===== src/rtl/spi_sb_streamer_if.sv =====
// System-bus port between spi_sb_streamer (initiator) and the hardened SPI IP.
interface spi_sb_streamer_if;
   logic       sb_wr_o;
   logic       sb_stb_o;
   logic [7:0] sb_adr_o;
   logic [7:0] sb_dat_o;
   logic [7:0] sb_dat_i;
   logic       sb_ack_i;

   modport master (
      output sb_wr_o, sb_stb_o, sb_adr_o, sb_dat_o,
      input  sb_dat_i, sb_ack_i
   );

   modport slave (
      input  sb_wr_o, sb_stb_o, sb_adr_o, sb_dat_o,
      output sb_dat_i, sb_ack_i
   );
endinterface


===== src/rtl/spi_sb_streamer.sv =====
// spi_sb_streamer: configures the SPI IP (slave mode) over its system bus,
// then streams result words MSB-first through SPITXDR and drains SPIRXDR.
module spi_sb_streamer #(
   parameter int unsigned WORD_BYTES  = 4,
   parameter logic [7:0]  BASE_ADR    = 8'h00,
   parameter logic [7:0]  CR0_VAL     = 8'h00,
   parameter logic [7:0]  CR1_VAL     = 8'h80,
   parameter logic [7:0]  CR2_VAL     = 8'h00,
   parameter int unsigned ACK_TIMEOUT = 64
) (
   input  logic                    sys_clk,
   input  logic                    rst,
   input  logic [8*WORD_BYTES-1:0] word_in,
   input  logic                    word_valid,
   output logic                    word_ready,
   spi_sb_streamer_if.master       sb,
   output logic [7:0]              rx_byte,
   output logic                    rx_valid,
   output logic                    cfg_done,
   output logic                    busy,
   output logic                    bus_err
);

   localparam int unsigned IW = (WORD_BYTES > 1) ? $clog2(WORD_BYTES) : 1;
   localparam int unsigned CW = (ACK_TIMEOUT > 1) ? $clog2(ACK_TIMEOUT) : 1;
   localparam logic [IW-1:0] IDX_MSB  = IW'(WORD_BYTES - 1);
   localparam logic [CW-1:0] CNT_LAST = CW'(ACK_TIMEOUT - 1);

   localparam logic [3:0] OFF_CR0 = 4'h8;
   localparam logic [3:0] OFF_CR1 = 4'h9;
   localparam logic [3:0] OFF_CR2 = 4'hA;
   localparam logic [3:0] OFF_SR  = 4'hC;
   localparam logic [3:0] OFF_TX  = 4'hD;
   localparam logic [3:0] OFF_RX  = 4'hE;

   localparam int unsigned SR_RRDY = 3;
   localparam int unsigned SR_TRDY = 4;

   typedef enum logic [2:0] {
      CFG0, CFG1, CFG2, IDLE, POLL, RDRX, WRTX, ERR
   } state_t;

   state_t                  state_q, state_d;
   logic                    stb_q, stb_d;
   logic                    wr_q, wr_d;
   logic [7:0]              adr_q, adr_d;
   logic [7:0]              dat_q, dat_d;
   logic [CW-1:0]           cnt_q, cnt_d;
   logic [8*WORD_BYTES-1:0] word_q, word_d;
   logic [IW-1:0]           idx_q, idx_d;
   logic                    busy_q, busy_d;
   logic                    cfg_done_q, cfg_done_d;
   logic                    bus_err_q, bus_err_d;
   logic [7:0]              rx_byte_q, rx_byte_d;
   logic                    rx_valid_q, rx_valid_d;
   logic [3:0]              tmr_q, tmr_d;

   logic                    bus_req;
   logic                    req_wr;
   logic [3:0]              req_off;
   logic [7:0]              req_dat;
   logic                    ack_done;
   logic [7:0]              tx_byte;

   assign word_ready  = cfg_done_q && (state_q == IDLE) && !stb_q;
   assign sb.sb_stb_o = stb_q;
   assign sb.sb_wr_o  = wr_q;
   assign sb.sb_adr_o = adr_q;
   assign sb.sb_dat_o = dat_q;
   assign rx_byte     = rx_byte_q;
   assign rx_valid    = rx_valid_q;
   assign cfg_done    = cfg_done_q;
   assign busy        = busy_q;
   assign bus_err     = bus_err_q;

   // Select the byte addressed by the current index (highest index = MSB).
   always_comb begin
      tx_byte = '0;
      for (int unsigned i = 0; i < WORD_BYTES; i++) begin
         if (idx_q == IW'(i)) tx_byte = word_q[8*i +: 8];
      end
   end

   // Next-state, bus-cycle engine and datapath updates.
   always_comb begin
      state_d    = state_q;
      stb_d      = stb_q;
      wr_d       = wr_q;
      adr_d      = adr_q;
      dat_d      = dat_q;
      cnt_d      = cnt_q;
      word_d     = word_q;
      idx_d      = idx_q;
      busy_d     = busy_q;
      cfg_done_d = cfg_done_q;
      bus_err_d  = bus_err_q;
      rx_byte_d  = rx_byte_q;
      rx_valid_d = 1'b0;
      tmr_d      = '0;
      bus_req    = 1'b0;
      req_wr     = 1'b0;
      req_off    = OFF_SR;
      req_dat    = '0;

      case (state_q)
         CFG0:    begin bus_req = 1'b1; req_wr = 1'b1; req_off = OFF_CR0; req_dat = CR0_VAL; end
         CFG1:    begin bus_req = 1'b1; req_wr = 1'b1; req_off = OFF_CR1; req_dat = CR1_VAL; end
         CFG2:    begin bus_req = 1'b1; req_wr = 1'b1; req_off = OFF_CR2; req_dat = CR2_VAL; end
         POLL:    begin bus_req = 1'b1; req_off = OFF_SR; end
         RDRX:    begin bus_req = 1'b1; req_off = OFF_RX; end
         WRTX:    begin bus_req = 1'b1; req_wr = 1'b1; req_off = OFF_TX; req_dat = tx_byte; end
         default: ;
      endcase

      ack_done = bus_req && stb_q && sb.sb_ack_i;

      // Every bus state enters with stb low, so stb rises one cycle later;
      // that guarantees the idle gap between back-to-back cycles.
      if (bus_req) begin
         if (!stb_q) begin
            stb_d = 1'b1;
            wr_d  = req_wr;
            adr_d = BASE_ADR | {4'h0, req_off};
            dat_d = req_dat;
            cnt_d = '0;
         end else if (sb.sb_ack_i) begin
            stb_d = 1'b0;
         end else if (cnt_q == CNT_LAST) begin
            stb_d      = 1'b0;
            bus_err_d  = 1'b1;
            busy_d     = 1'b0;
            cfg_done_d = 1'b0;
            state_d    = ERR;
         end else begin
            cnt_d = cnt_q + 1'b1;
         end
      end

      case (state_q)
         CFG0: if (ack_done) state_d = CFG1;
         CFG1: if (ack_done) state_d = CFG2;
         CFG2: begin
            if (ack_done) begin
               cfg_done_d = 1'b1;
               state_d    = IDLE;
            end
         end
         IDLE: begin
            if (word_valid && word_ready) begin
               word_d  = word_in;
               idx_d   = IDX_MSB;
               busy_d  = 1'b1;
               state_d = POLL;
            end else if (tmr_q == 4'hF) begin
               state_d = POLL;
            end else begin
               tmr_d = tmr_q + 1'b1;
            end
         end
         POLL: begin
            if (ack_done) begin
               if (sb.sb_dat_i[SR_RRDY])                state_d = RDRX;
               else if (sb.sb_dat_i[SR_TRDY] && busy_q) state_d = WRTX;
               else if (!busy_q)                        state_d = IDLE;
            end
         end
         RDRX: begin
            if (ack_done) begin
               rx_byte_d  = sb.sb_dat_i;
               rx_valid_d = 1'b1;
               state_d    = POLL;
            end
         end
         WRTX: begin
            if (ack_done) begin
               if (idx_q == '0) begin
                  busy_d  = 1'b0;
                  state_d = IDLE;
               end else begin
                  idx_d   = idx_q - 1'b1;
                  state_d = POLL;
               end
            end
         end
         ERR:     state_d = CFG0;
         default: state_d = CFG0;
      endcase
   end

   // State and datapath registers with synchronous reset.
   always_ff @(posedge sys_clk) begin
      if (rst) begin
         state_q    <= CFG0;
         stb_q      <= 1'b0;
         wr_q       <= 1'b0;
         adr_q      <= '0;
         dat_q      <= '0;
         cnt_q      <= '0;
         word_q     <= '0;
         idx_q      <= '0;
         busy_q     <= 1'b0;
         cfg_done_q <= 1'b0;
         bus_err_q  <= 1'b0;
         rx_byte_q  <= '0;
         rx_valid_q <= 1'b0;
         tmr_q      <= '0;
      end else begin
         state_q    <= state_d;
         stb_q      <= stb_d;
         wr_q       <= wr_d;
         adr_q      <= adr_d;
         dat_q      <= dat_d;
         cnt_q      <= cnt_d;
         word_q     <= word_d;
         idx_q      <= idx_d;
         busy_q     <= busy_d;
         cfg_done_q <= cfg_done_d;
         bus_err_q  <= bus_err_d;
         rx_byte_q  <= rx_byte_d;
         rx_valid_q <= rx_valid_d;
         tmr_q      <= tmr_d;
      end
   end

endmodule


===== src/flat_wrapper.sv =====
// flat-port wrapper written by rule: the top's interface ports become plain ports
module spi_sb_streamer_flat 
#(
   parameter int unsigned WORD_BYTES  = 4,
   parameter logic [7:0]  BASE_ADR    = 8'h00,
   parameter logic [7:0]  CR0_VAL     = 8'h00,
   parameter logic [7:0]  CR1_VAL     = 8'h80,
   parameter logic [7:0]  CR2_VAL     = 8'h00,
   parameter int unsigned ACK_TIMEOUT = 64
)
  (sys_clk, rst, word_in, word_valid, word_ready, rx_byte, rx_valid, cfg_done, busy, bus_err, sb_sb_wr_o, sb_sb_stb_o, sb_sb_adr_o, sb_sb_dat_o, sb_sb_dat_i, sb_sb_ack_i);
  spi_sb_streamer_if sb_i ();
  input  logic sys_clk;
  input  logic rst;
  input  logic [8*WORD_BYTES-1:0] word_in;
  input  logic word_valid;
  output logic word_ready;
  output logic [7:0] rx_byte;
  output logic rx_valid;
  output logic cfg_done;
  output logic busy;
  output logic bus_err;
  output wire logic [$bits(sb_i.sb_wr_o)-1:0] sb_sb_wr_o;
  output wire logic [$bits(sb_i.sb_stb_o)-1:0] sb_sb_stb_o;
  output wire logic [$bits(sb_i.sb_adr_o)-1:0] sb_sb_adr_o;
  output wire logic [$bits(sb_i.sb_dat_o)-1:0] sb_sb_dat_o;
  input wire logic [$bits(sb_i.sb_dat_i)-1:0] sb_sb_dat_i;
  input wire logic [$bits(sb_i.sb_ack_i)-1:0] sb_sb_ack_i;
  assign sb_sb_wr_o = sb_i.sb_wr_o;
  assign sb_sb_stb_o = sb_i.sb_stb_o;
  assign sb_sb_adr_o = sb_i.sb_adr_o;
  assign sb_sb_dat_o = sb_i.sb_dat_o;
  assign sb_i.sb_dat_i = sb_sb_dat_i;
  assign sb_i.sb_ack_i = sb_sb_ack_i;
  spi_sb_streamer #(.WORD_BYTES(WORD_BYTES), .BASE_ADR(BASE_ADR), .CR0_VAL(CR0_VAL), .CR1_VAL(CR1_VAL), .CR2_VAL(CR2_VAL), .ACK_TIMEOUT(ACK_TIMEOUT)) u_core (.sys_clk(sys_clk), .rst(rst), .word_in(word_in), .word_valid(word_valid), .word_ready(word_ready), .sb(sb_i), .rx_byte(rx_byte), .rx_valid(rx_valid), .cfg_done(cfg_done), .busy(busy), .bus_err(bus_err));
endmodule

===== config.mk =====
export PLATFORM = sky130hd
export DESIGN_NAME = spi_sb_streamer_flat
export DESIGN_NICKNAME = d
export VERILOG_FILES = /design/src/rtl/spi_sb_streamer_if.sv /design/src/rtl/spi_sb_streamer.sv /design/src/flat_wrapper.sv
export SDC_FILE = /design/constraint.sdc
export NUM_CORES = 1
export LEC_CHECK = 0
export CORE_MARGIN = 2
export CORE_UTILIZATION = 35
export CTS_CLUSTER_SIZE = 12
export DETAILED_ROUTE_END_ITERATION = 6
export GPL_TIMING_DRIVEN = 0
export PLACE_DENSITY = 0.63
export SLEW_MARGIN = 20
export SYNTH_ARGS = -nofsm -noshare
export SYNTH_HDL_FRONTEND = slang
export SYNTH_SLANG_ARGS = --single-unit

===== constraint.sdc =====
create_clock -name sys_clk -period 2.3 [get_ports sys_clk]
set_input_delay 0.23 -clock sys_clk [delete_from_list [all_inputs] [get_ports sys_clk]]
set_output_delay 0.23 -clock sys_clk [all_outputs]
set_load 0.01 [all_outputs]

==> results.sh <==
export IMPL_cts_tree="built"
export IMPL_hold_viol_final=0
export IMPL_routabilityCongestion=0.872
export IMPL_cpLargestDelayFamily="buffers and inverters"
export IMPL_start_util_pct=36.1
export IMPL_critPathMaxStageDelay_ns=0.55
export IMPL_postCtsSetupRepairBufs=0
export IMPL_grt_pass1_vias=3086
export IMPL_synth_flop_cell="dfxtp_1"
export IMPL_cts_resized=0
export IMPL_drt_initial_drc_count=100
export IMPL_worstPathArrival_ns=1.97
export IMPL_grt_pass1_wl_um=14500
export IMPL_min_from="word_in[13]"
export IMPL_p_per_area_nw_per_um2=576
export IMPL_regArea_um2=1460
export IMPL_dp_cells=608
export IMPL_path_clk_slew_ns=0.09
export IMPL_end_kind="output pin"
export IMPL_insertion_delay_ns=0.35
export IMPL_wirelength_um=9220
export IMPL_area_delta_synth_final_pct=31.5
export IMPL_syn_area_um2=3320
export IMPL_rows=35
export IMPL_synth_area_top_cells="dfxtp_1 44%, nand2_1 13%, a21oi_1 10%"
export IMPL_ctsHoldBuffers=0
export IMPL_slew_headroom_pct=50.1
export IMPL_grt_max_degree=14
export IMPL_dpl_hpwl_um=6780
export IMPL_cp_buffers_inverters=1
export IMPL_vias=3219
export IMPL_cts_htree_levels=3
export IMPL_hold_end="u_core.word_q[13]"
export IMPL_fin_skew_ns=0.00892
export IMPL_design_area_um2=4360
export IMPL_globalRoute_totalOverflow=0
export IMPL_synth_avg_cell_area_um2=7.80
export IMPL_r2r_slack_ns=0.15
export IMPL_crit_slowest_cell="clkdlybuf4s50_1"
export IMPL_crit_chain="ha_1 > and4bb_2 > clkdlybuf4s50_1"
export IMPL_yosysMostFrequentCell="nand2_1"
export IMPL_drv_cap=0
export IMPL_p_leak_nw=1.49
export IMPL_clock_sinks=73
export IMPL_slew_violations=0
export IMPL_avgRoutedWirePerCell_um=14.8
export IMPL_ir_drop_uv=250
export IMPL_synth_edf_count=0
export IMPL_fin_util_pct=47.4
export IMPL_cts_root_buf="clkbuf_8"
export IMPL_fmax_ghz=0.455
export IMPL_worstSetupPathType="flop to output pin"
export IMPL_hold_path_class="input pin to flop"
export IMPL_rsz0062_at_grt="false"
export IMPL_finalSetupViolations=0
export IMPL_clk_path_buf_depth=2
export IMPL_die_x_um=101
export IMPL_hold_ws_ns=0.421
export IMPL_numCtsBuffers=9
export IMPL_setup_worst_path_start_class="flop"
export IMPL_ant_nets=0
export IMPL_first_pass_iters=4
export IMPL_grt_antenna_before_repair=0
export IMPL_grt_util_all_layers_pct=17.9
export IMPL_layoutNonFillerInstCount=623
export IMPL_pin_count=75
export IMPL_insertedDiodeCount=0
export IMPL_reg2reg_depth=6
export IMPL_crit_fanout=9
export IMPL_ys_warn_count=0
export IMPL_yosysTopAreaCellShare_pct=44.1
export IMPL_yosys_top_cells_count="114 x nand2_1, 73 x dfxtp_1, 67 x a21oi_1"
export IMPL_drc=0
export IMPL_tns_ns=0
export IMPL_die_h_um=101
export IMPL_rr_startpoint="u_core.state_q[1]"
export IMPL_layout_drive_gt1_share_pct=6.45
export IMPL_async_flop_share_pct=0
export IMPL_ys_ff_latch=73
export IMPL_status="completed"
export IMPL_fillCellCount=916
export IMPL_required_ns=2.07
export IMPL_crit_reg2reg_capture="u_core.state_q[1]"
export IMPL_tightest_slew_ns=0.743
export IMPL_core_area_um2=9200
export IMPL_nets=563
export IMPL_via_per_inst=5.17
export IMPL_min_path_cells=3
export IMPL_port_buffers=69
export IMPL_multiInputGateArea_um2=1720
export IMPL_dpl_cell_area_um2=4160
export IMPL_fin_crit_sh_pct=95.5
export IMPL_synth_seq_area_share_pct=44.1
export IMPL_die_area_um2=10300
export IMPL_synth_cell_type_count=44
export IMPL_synth_top_area_cell="dfxtp_1"
export IMPL_fin_crit_ns=2.20
export IMPL_synth_cells=425
where the power goes:
part	total, mW	leakage [nW]	switching (mW)	internal (mW)
logic	0.211	0.815	0.0976	0.113
registers	1.29	0.590	0.0125	1.28
clock network	1.01	0.0840	0.516	0.498
total	2.51	1.49	0.626	1.89
through the flow:
stage	power, mW	setup WS [ns]
after CTS	2.53	0.0291
final	2.51	0.104
after global routing	2.61	0.0169
after detailed placement	1.53	0.0348
after floorplan	1.40	0.419
after global placement	1.53	0.0276
worst max-delay path by stage:
stage	from	to	slack, ns	cells past startpoint
floorplan	u_core.state_q[1]	u_core.state_q[1]	0.42	6
global placement	sb_sb_ack_i	u_core.state_q[1]	0.03	6
detailed placement	sb_sb_ack_i	u_core.state_q[1]	0.03	6
CTS	u_core.state_q[1]	u_core.sb.sb_dat_o[3]	0.03	4
global route	u_core.state_q[1]	u_core.state_q[1]	0.02	6
finish	u_core.state_q[1]	word_ready	0.10	3
tightest hold or removal path: stages:
cell             delay [ns]
clkdlybuf4s50_1        0.40
nand2_1                0.06
a21oi_1                0.05
sequential cells by signal, indices dropped and copies added (netlist names):
register	flops
u_core.rx_valid	1
u_core.idx_q	2
u_core.sb.sb_adr_o	4
u_core.sb.sb_dat_o	8
u_core.word_q	32
u_core.cfg_done	1
u_core.rx_byte	8
u_core.tmr_q	4
u_core.busy	1
u_core.sb.sb_stb_o	1
u_core.state_q	3
u_core.bus_err	1
u_core.cnt_q	6
u_core.sb.sb_wr_o	1
cell families after synthesis:
logic type               Yosys count  share of synthesized area (%)
XOR/XNOR                           4                           1.06
flip-flops                        73                           44.1
buffers and inverters             37                           4.83
AND/OR/NAND/NOR                  184                           25.0
other                              1                          0.113
adder cells (fa/ha/maj)           11                           4.15
AO/OA/AOI/OAI                    115                           20.7
cell usage in the layout (no fill, tap or decap), types with 3 or more instances in the layout:
cell type        synthesis  final
nand3_1                  4      4
buf_4                    4      4
conb_1                   1      4
a21oi_1                 67     67
a22o_1                   8      8
nor4_1                   5      4
nor3_1                  11     10
clkbuf_8                 0      9
nor2_1                  23     23
nand2_1                114    114
inv_1                    9      9
buf_2                    5      5
nand3b_1                 9      9
clkinvlp_4               0      4
xnor2_1                  3      3
clkdlybuf4s50_1          0     69
clkbuf_1                19     19
o21ai_0                 16     16
dfxtp_1                 73     73
a211oi_1                 5      5
and3_1                   3      3
ha_1                    11     11
a31oi_1                  4      4
area by class of cell:
cell class	instances	area share [%]
repair buffers	69	15.8
plain buffers	28	2.90
clock inverters	6	1.58
flip-flops and latches	73	33.5
clock buffers	9	2.84
multi-input cells	318	39.4
inverters	9	0.775
well taps	111	3.18
per-layer routing:
metal	share of wire (%)	wire length (µm)	global-route usage, %
met1	47	4300	22.8
met4	0.74	68	4.89
met5	0	0	0
met2	48	4380	30.7
met3	5.0	463	3.86
(Power assumes the default switching activity.)
